File: src/rtl/seq_mem_nport.sv
// Multi-port word memory with byte strobes and a fixed-latency response pipeline.
// Same-edge writes resolve per byte in favour of the lowest-indexed port.
module seq_mem_nport #(
    parameter int WIDTH    = 32,
    parameter int SIZE     = 16,
    parameter int IDX_SIZE = 4,
    parameter int NPORTS   = 4,
    parameter int LATENCY  = 5
) (
    input  logic                          clk,
    input  logic                          reset,
    input  logic [NPORTS-1:0]             port_en,
    input  logic [NPORTS-1:0]             port_we,
    input  logic [NPORTS*IDX_SIZE-1:0]    port_addr,
    input  logic [NPORTS*WIDTH-1:0]       port_wdata,
    input  logic [NPORTS*(WIDTH/8)-1:0]   port_wstrb,
    output logic [NPORTS-1:0]             port_done,
    output logic [NPORTS*WIDTH-1:0]       port_rdata,
    output logic [NPORTS-1:0]             port_err,
    output logic [NPORTS-1:0]             port_conflict
);

    localparam int NB = WIDTH / 8;
    localparam logic [IDX_SIZE:0] LP_SIZE = (IDX_SIZE + 1)'(SIZE);

    logic [WIDTH-1:0] r_mem [SIZE];

    logic [NPORTS-1:0][IDX_SIZE-1:0] w_addr;
    logic [NPORTS-1:0]               w_inBounds;
    logic [NPORTS-1:0]               w_write;
    logic [NPORTS-1:0]               w_read;
    logic [NPORTS-1:0][NB-1:0]       w_commit;
    logic [NPORTS-1:0]               w_conflict;
    logic [NPORTS*WIDTH-1:0]         w_rdata;

    logic [LATENCY-1:0][NPORTS-1:0]       r_pipeDone;
    logic [LATENCY-1:0][NPORTS-1:0]       r_pipeErr;
    logic [LATENCY-1:0][NPORTS-1:0]       r_pipeConf;
    logic [LATENCY-1:0][NPORTS*WIDTH-1:0] r_pipeData;

    // A byte commits only if no lower-indexed port writes the same byte of the same word.
    always_comb begin
        w_addr     = '0;
        w_inBounds = '0;
        w_write    = '0;
        w_read     = '0;
        w_commit   = '0;
        w_conflict = '0;
        w_rdata    = '0;
        for (int i = 0; i < NPORTS; i++) begin
            w_addr[i]     = port_addr[i*IDX_SIZE +: IDX_SIZE];
            w_inBounds[i] = ({1'b0, w_addr[i]} < LP_SIZE);
            w_write[i]    = ~reset & port_en[i] & port_we[i] & w_inBounds[i];
            w_read[i]     = port_en[i] & ~port_we[i] & w_inBounds[i];
        end
        for (int i = 0; i < NPORTS; i++) begin
            for (int b = 0; b < NB; b++) begin
                w_commit[i][b] = w_write[i] & port_wstrb[i*NB + b];
                for (int j = 0; j < i; j++) begin
                    if (w_write[j] && (w_addr[j] == w_addr[i]) && port_wstrb[j*NB + b]) begin
                        w_commit[i][b] = 1'b0;
                    end
                end
            end
            w_conflict[i] = w_write[i] & (|port_wstrb[i*NB +: NB]) & ~(|w_commit[i]);
            if (w_read[i]) begin
                w_rdata[i*WIDTH +: WIDTH] = r_mem[w_addr[i]];
            end
        end
    end

    // Storage is deliberately not reset so contents survive a reset pulse.
    always_ff @(posedge clk) begin
        for (int i = 0; i < NPORTS; i++) begin
            for (int b = 0; b < NB; b++) begin
                if (w_commit[i][b]) begin
                    r_mem[w_addr[i]][b*8 +: 8] <= port_wdata[i*WIDTH + b*8 +: 8];
                end
            end
        end
    end

    always_ff @(posedge clk or posedge reset) begin
        if (reset) begin
            r_pipeDone <= '0;
            r_pipeErr  <= '0;
            r_pipeConf <= '0;
            r_pipeData <= '0;
        end else begin
            r_pipeDone[0] <= port_en;
            r_pipeErr[0]  <= port_en & ~w_inBounds;
            r_pipeConf[0] <= w_conflict;
            r_pipeData[0] <= w_rdata;
            for (int s = 1; s < LATENCY; s++) begin
                r_pipeDone[s] <= r_pipeDone[s-1];
                r_pipeErr[s]  <= r_pipeErr[s-1];
                r_pipeConf[s] <= r_pipeConf[s-1];
                r_pipeData[s] <= r_pipeData[s-1];
            end
        end
    end

    assign port_done     = r_pipeDone[LATENCY-1];
    assign port_err      = r_pipeErr[LATENCY-1];
    assign port_conflict = r_pipeConf[LATENCY-1];
    assign port_rdata    = r_pipeData[LATENCY-1];

endmodule

File: config.mk
export PLATFORM = sky130hd
export DESIGN_NAME = seq_mem_nport
export DESIGN_NICKNAME = d
export VERILOG_FILES = /design/src/rtl/seq_mem_nport.sv
export SDC_FILE = /design/constraint.sdc
export NUM_CORES = 2
export LEC_CHECK = 0
export CORE_ASPECT_RATIO = 0.7
export CORE_MARGIN = 4
export CORE_UTILIZATION = 45
export CTS_CLUSTER_SIZE = 16
export DETAILED_ROUTE_END_ITERATION = 8
export PLACE_DENSITY = 0.61
export SYNTH_ARGS = -nofsm -noshare
export SYNTH_HDL_FRONTEND = slang
export SYNTH_SLANG_ARGS = --single-unit
export TNS_END_PERCENT = 20
File: constraint.sdc
create_clock -name clk -period 19.8 [get_ports clk]
set_input_delay 1.98 -clock clk [delete_from_list [all_inputs] [get_ports clk]]
set_output_delay 1.98 -clock clk [all_outputs]
set_load 0.1 [all_outputs]
==> impl_metrics.csv <==
group,metric,value,unit
floorplan,core,150000,sq um
worst_setup_path,worst_ep_required_time,20080,ps
clocking,cts_buffers,116,
yosys,synth-main-ff-cell,"dfrtp_1",
yosys,synth_edf_count,512,
outcome,violations,"design-rule violations, max-capacitance violations",
clocking,post_cts_resized,0,
detailed_routing,drt_iter0_markers,10500,
placement,placed_cell_area,71600,sq um
global_routing,overflow,0,
detailed_routing,wirelength,302000,um
global_routing,grt_pass1_vias,52200,
global_routing,grt.total_usage,37.4,%
outcome,status,"finished, violations left",
layout,finalNetCount,5228,
sta,finalCritPeriodShare,34.5,%
floorplan,start_util,45.3,%
layout,final_area,75600,sq um
detailed_routing,drc_errors,11,
yosys,ys_warn_count,0,
sta,finClkSkew,46.4,ps
global_routing,grt_pass1_wl,414000,um
yosys,synth_most_common_cell,"dfrtp_1",
floorplan,ioPinCount,310,
sta,setup_viol,0,
clocking,tritoncts,"yes",
detailed_routing,avgViaCountPerCell,7.75,
yosys,yosysUniqueCellTypes,78,
power,switching_share,28.1,%
placement,hpwl,206000,um
min_path,holdCritPathClass,"register to register",
power,net-switching-power,0.00167,W
clocking,clockBufferDepth,3,
sta,hold_viol_final,0,
yosys,synth.yosys.seq_area_share,47.5,%
global_routing,grt_start_max_net_pins,189,
yosys,yosysTopAreaCellShare,25.0,%
clocking,htreeDepth,3,
clocking,cts_setup_buffers,0,
power,pwr-share-comb,14.7,%
power,power_density,78.8,nW/um^2
run,cap_violations,1,
clocking,clk_pin_slew,70,ps
global_routing,antenna_found_initial,17,
detailed_routing,vias,55500,
sta,rsz0062_at_grt,"no",
clocking,clk_latency,830,ps
min_path,whs_path_depth,0,
worst_setup_path,r2r-start,"r_mem[4][24]",
floorplan,num_rows,119,
power,p_clk_share,39.7,%
power,ir_worst_vdd,74.5,uV
yosys,yosys.area.top_type,"dfrtp_1",
sta,maxSlewViolCount,0,
yosys,ys_ff_latch,1192,
floorplan,fp.dieW,473,um
yosys,netlist_area,68100,sq um
power,leakage,27.9,nW
worst_setup_path,path_class,"primary input to register",
yosys,synthArstFlopShare,57.0,%
layout,area_growth,11.0,%
clocking,cts-root-buf,"clkbuf_16",
detailed_routing,dr.pass1.iters,9,
floorplan,die_y,334,um
power,seqPwrFrac,45.7,%
sta,period_minus_slack,6830,ps
clocking,holdBufCountCts,0,
detailed_routing,final_antenna_net_count,0,
placement,io_buffer_count,305,
layout,fillers,12900,
layout,drive_gt1_share,22.4,%
sta,worstMarginPinSlew,1480,ps
sta,clock.fmax,146,MHz
worst_setup_path,critical_path.startpoint,"reset",
worst_setup_path,start_kind,"primary input",
worst_setup_path,regToRegSetupSlack,17770,ps
yosys,syn_inst,5213,
clocking,cts_sinks,1192,
worst_setup_path,r2r_cells,3,
sta,timing.setup.tns,0,ps
worst_setup_path,cp-end-kind,"register",
worst_setup_path,worst-path-max-fanout,18,
layout,multi_input_comb_area,32500,sq um
yosys,yosys-top-cells-count,"dfrtp_1 (680), mux4_2 (640), edfxtp_1 (512)",
detailed_routing,wl_per_cell,42.2,um
yosys,syn_area_per_cell,13.1,sq um
min_path,min_to,"r_pipeDone[13]",
power,p_int,0.00429,W
layout,ff_latch_area,32400,sq um
floorplan,die-area,158000,sq um
worst_setup_path,r2r_end,"r_pipeData[120]",
sta,relSlewSlack,1.16,%
worst_setup_path,critPathArrivalTime,7120,ps
min_path,holdCritStartpoint,"r_pipeDone[9]",
placement,gp_congestion,1.04,
yosys,synth_area_leaders,"dfrtp_1 (25%), edfxtp_1 (23%), mux4_2 (21%)",
how the worst max path moves through the flow:
stage | to | slack [ps]
after floorplan | r_mem[2][10] | 4250
after global placement | r_mem[4][27] | 12700
after detailed placement | r_mem[7][18] | 12610
after CTS | r_mem[7][22] | 13440
after global routing | r_mem[7][23] | 13130
final | r_mem[7][22] | 12970
metal layers:
metal,vias to the layer above,global-route usage (%),share of wire (%)
met5,-,0.567,0.083
met4,20,20.0,7.3
met3,1258,20.1,18
met2,5535,48.4,39
met1,28000,50.1,36
li1,20700,-,-
worst max-delay path: stages:
cell	delay, ps
clkdlybuf4s50_1	760
and3b_1	970
nand3_1	1000
o211ai_1	1440
nand4_1	930
cell usage in the layout (no fill, tap or decap), types with 20 or more instances in the layout:
cell type,Yosys,layout
o211ai_1,110,110
a221o_1,153,153
clkinv_2,0,25
dfrtp_1,680,680
a21oi_1,294,279
clkbuf_16,0,128
nand2_1,352,352
nand3_1,38,37
buf_4,169,144
a22oi_1,32,32
edfxtp_1,512,512
nor2_1,147,128
o21ai_0,295,294
nand2b_1,42,38
or3_1,56,56
mux4_2,640,640
o22ai_1,25,25
nor2b_1,132,132
and2_1,20,20
nor3_2,26,31
a211oi_1,23,23
clkdlybuf4s50_1,0,289
a221oi_1,201,200
o2bb2ai_1,191,191
a22o_1,267,267
a32o_1,21,21
registers in the layout, indices dropped and copies added, names as in the netlist:
name and flops:
r_mem 512, r_pipeData 512, port_rdata 128, r_pipeConf 16
r_pipeDone 16, port_conflict 4, port_done 4
cell type report:
cell class | instances | area share (%)
multi-input combinational | 3291 | 43.0
sequential | 1192 | 42.8
timing repair buffer | 448 | 5.50
clock buffer | 154 | 4.52
tap | 1996 | 3.30
clock inverter | 64 | 0.809
inverter | 9 | 0.0496
antenna | 13 | 0.0430
per-stage QoR:
stage | utilization (%) | setup slack, ps | cells | hold WS [ps] | power (W)
2_1_floorplan | - | 4250 | 5217 | 331 | 0.00334
3_3_place_gp | 47.6 | 12700 | 6936 | 331 | 0.00361
3_5_place_dp | 47.6 | 12610 | 6936 | 335 | 0.00362
4_1_cts | 50.3 | 13440 | 7154 | 313 | 0.00596
5_1_grt | 50.3 | 13130 | 7160 | 321 | 0.00611
6_report | 50.3 | 12970 | 7167 | 317 | 0.00596
power groups by stage:
stage	registers [W]	logic, W	clock network, W
2_1_floorplan	0.00275	0.000591	0
3_3_place_gp	0.00277	0.000845	0
3_5_place_dp	0.00277	0.000848	0
4_1_cts	0.00272	0.000849	0.00239
5_1_grt	0.00273	0.000895	0.00249
6_report	0.00272	0.000876	0.00236
kinds of logic (layout without fill, tap and decap cells):
group / Yosys count / after routing / share of synthesized area, %
buf+inv: 734 / 675 / 5.28
other cells: 1 / 18 / 0.00550
flops: 1192 / 1192 / 47.5
xor+xnor: 24 / 24 / 0.336
compound gates: 1670 / 1670 / 18.2
simple gates: 941 / 941 / 7.29
mux: 651 / 651 / 21.3
Note: power is estimated with default switching activity, not from simulation.
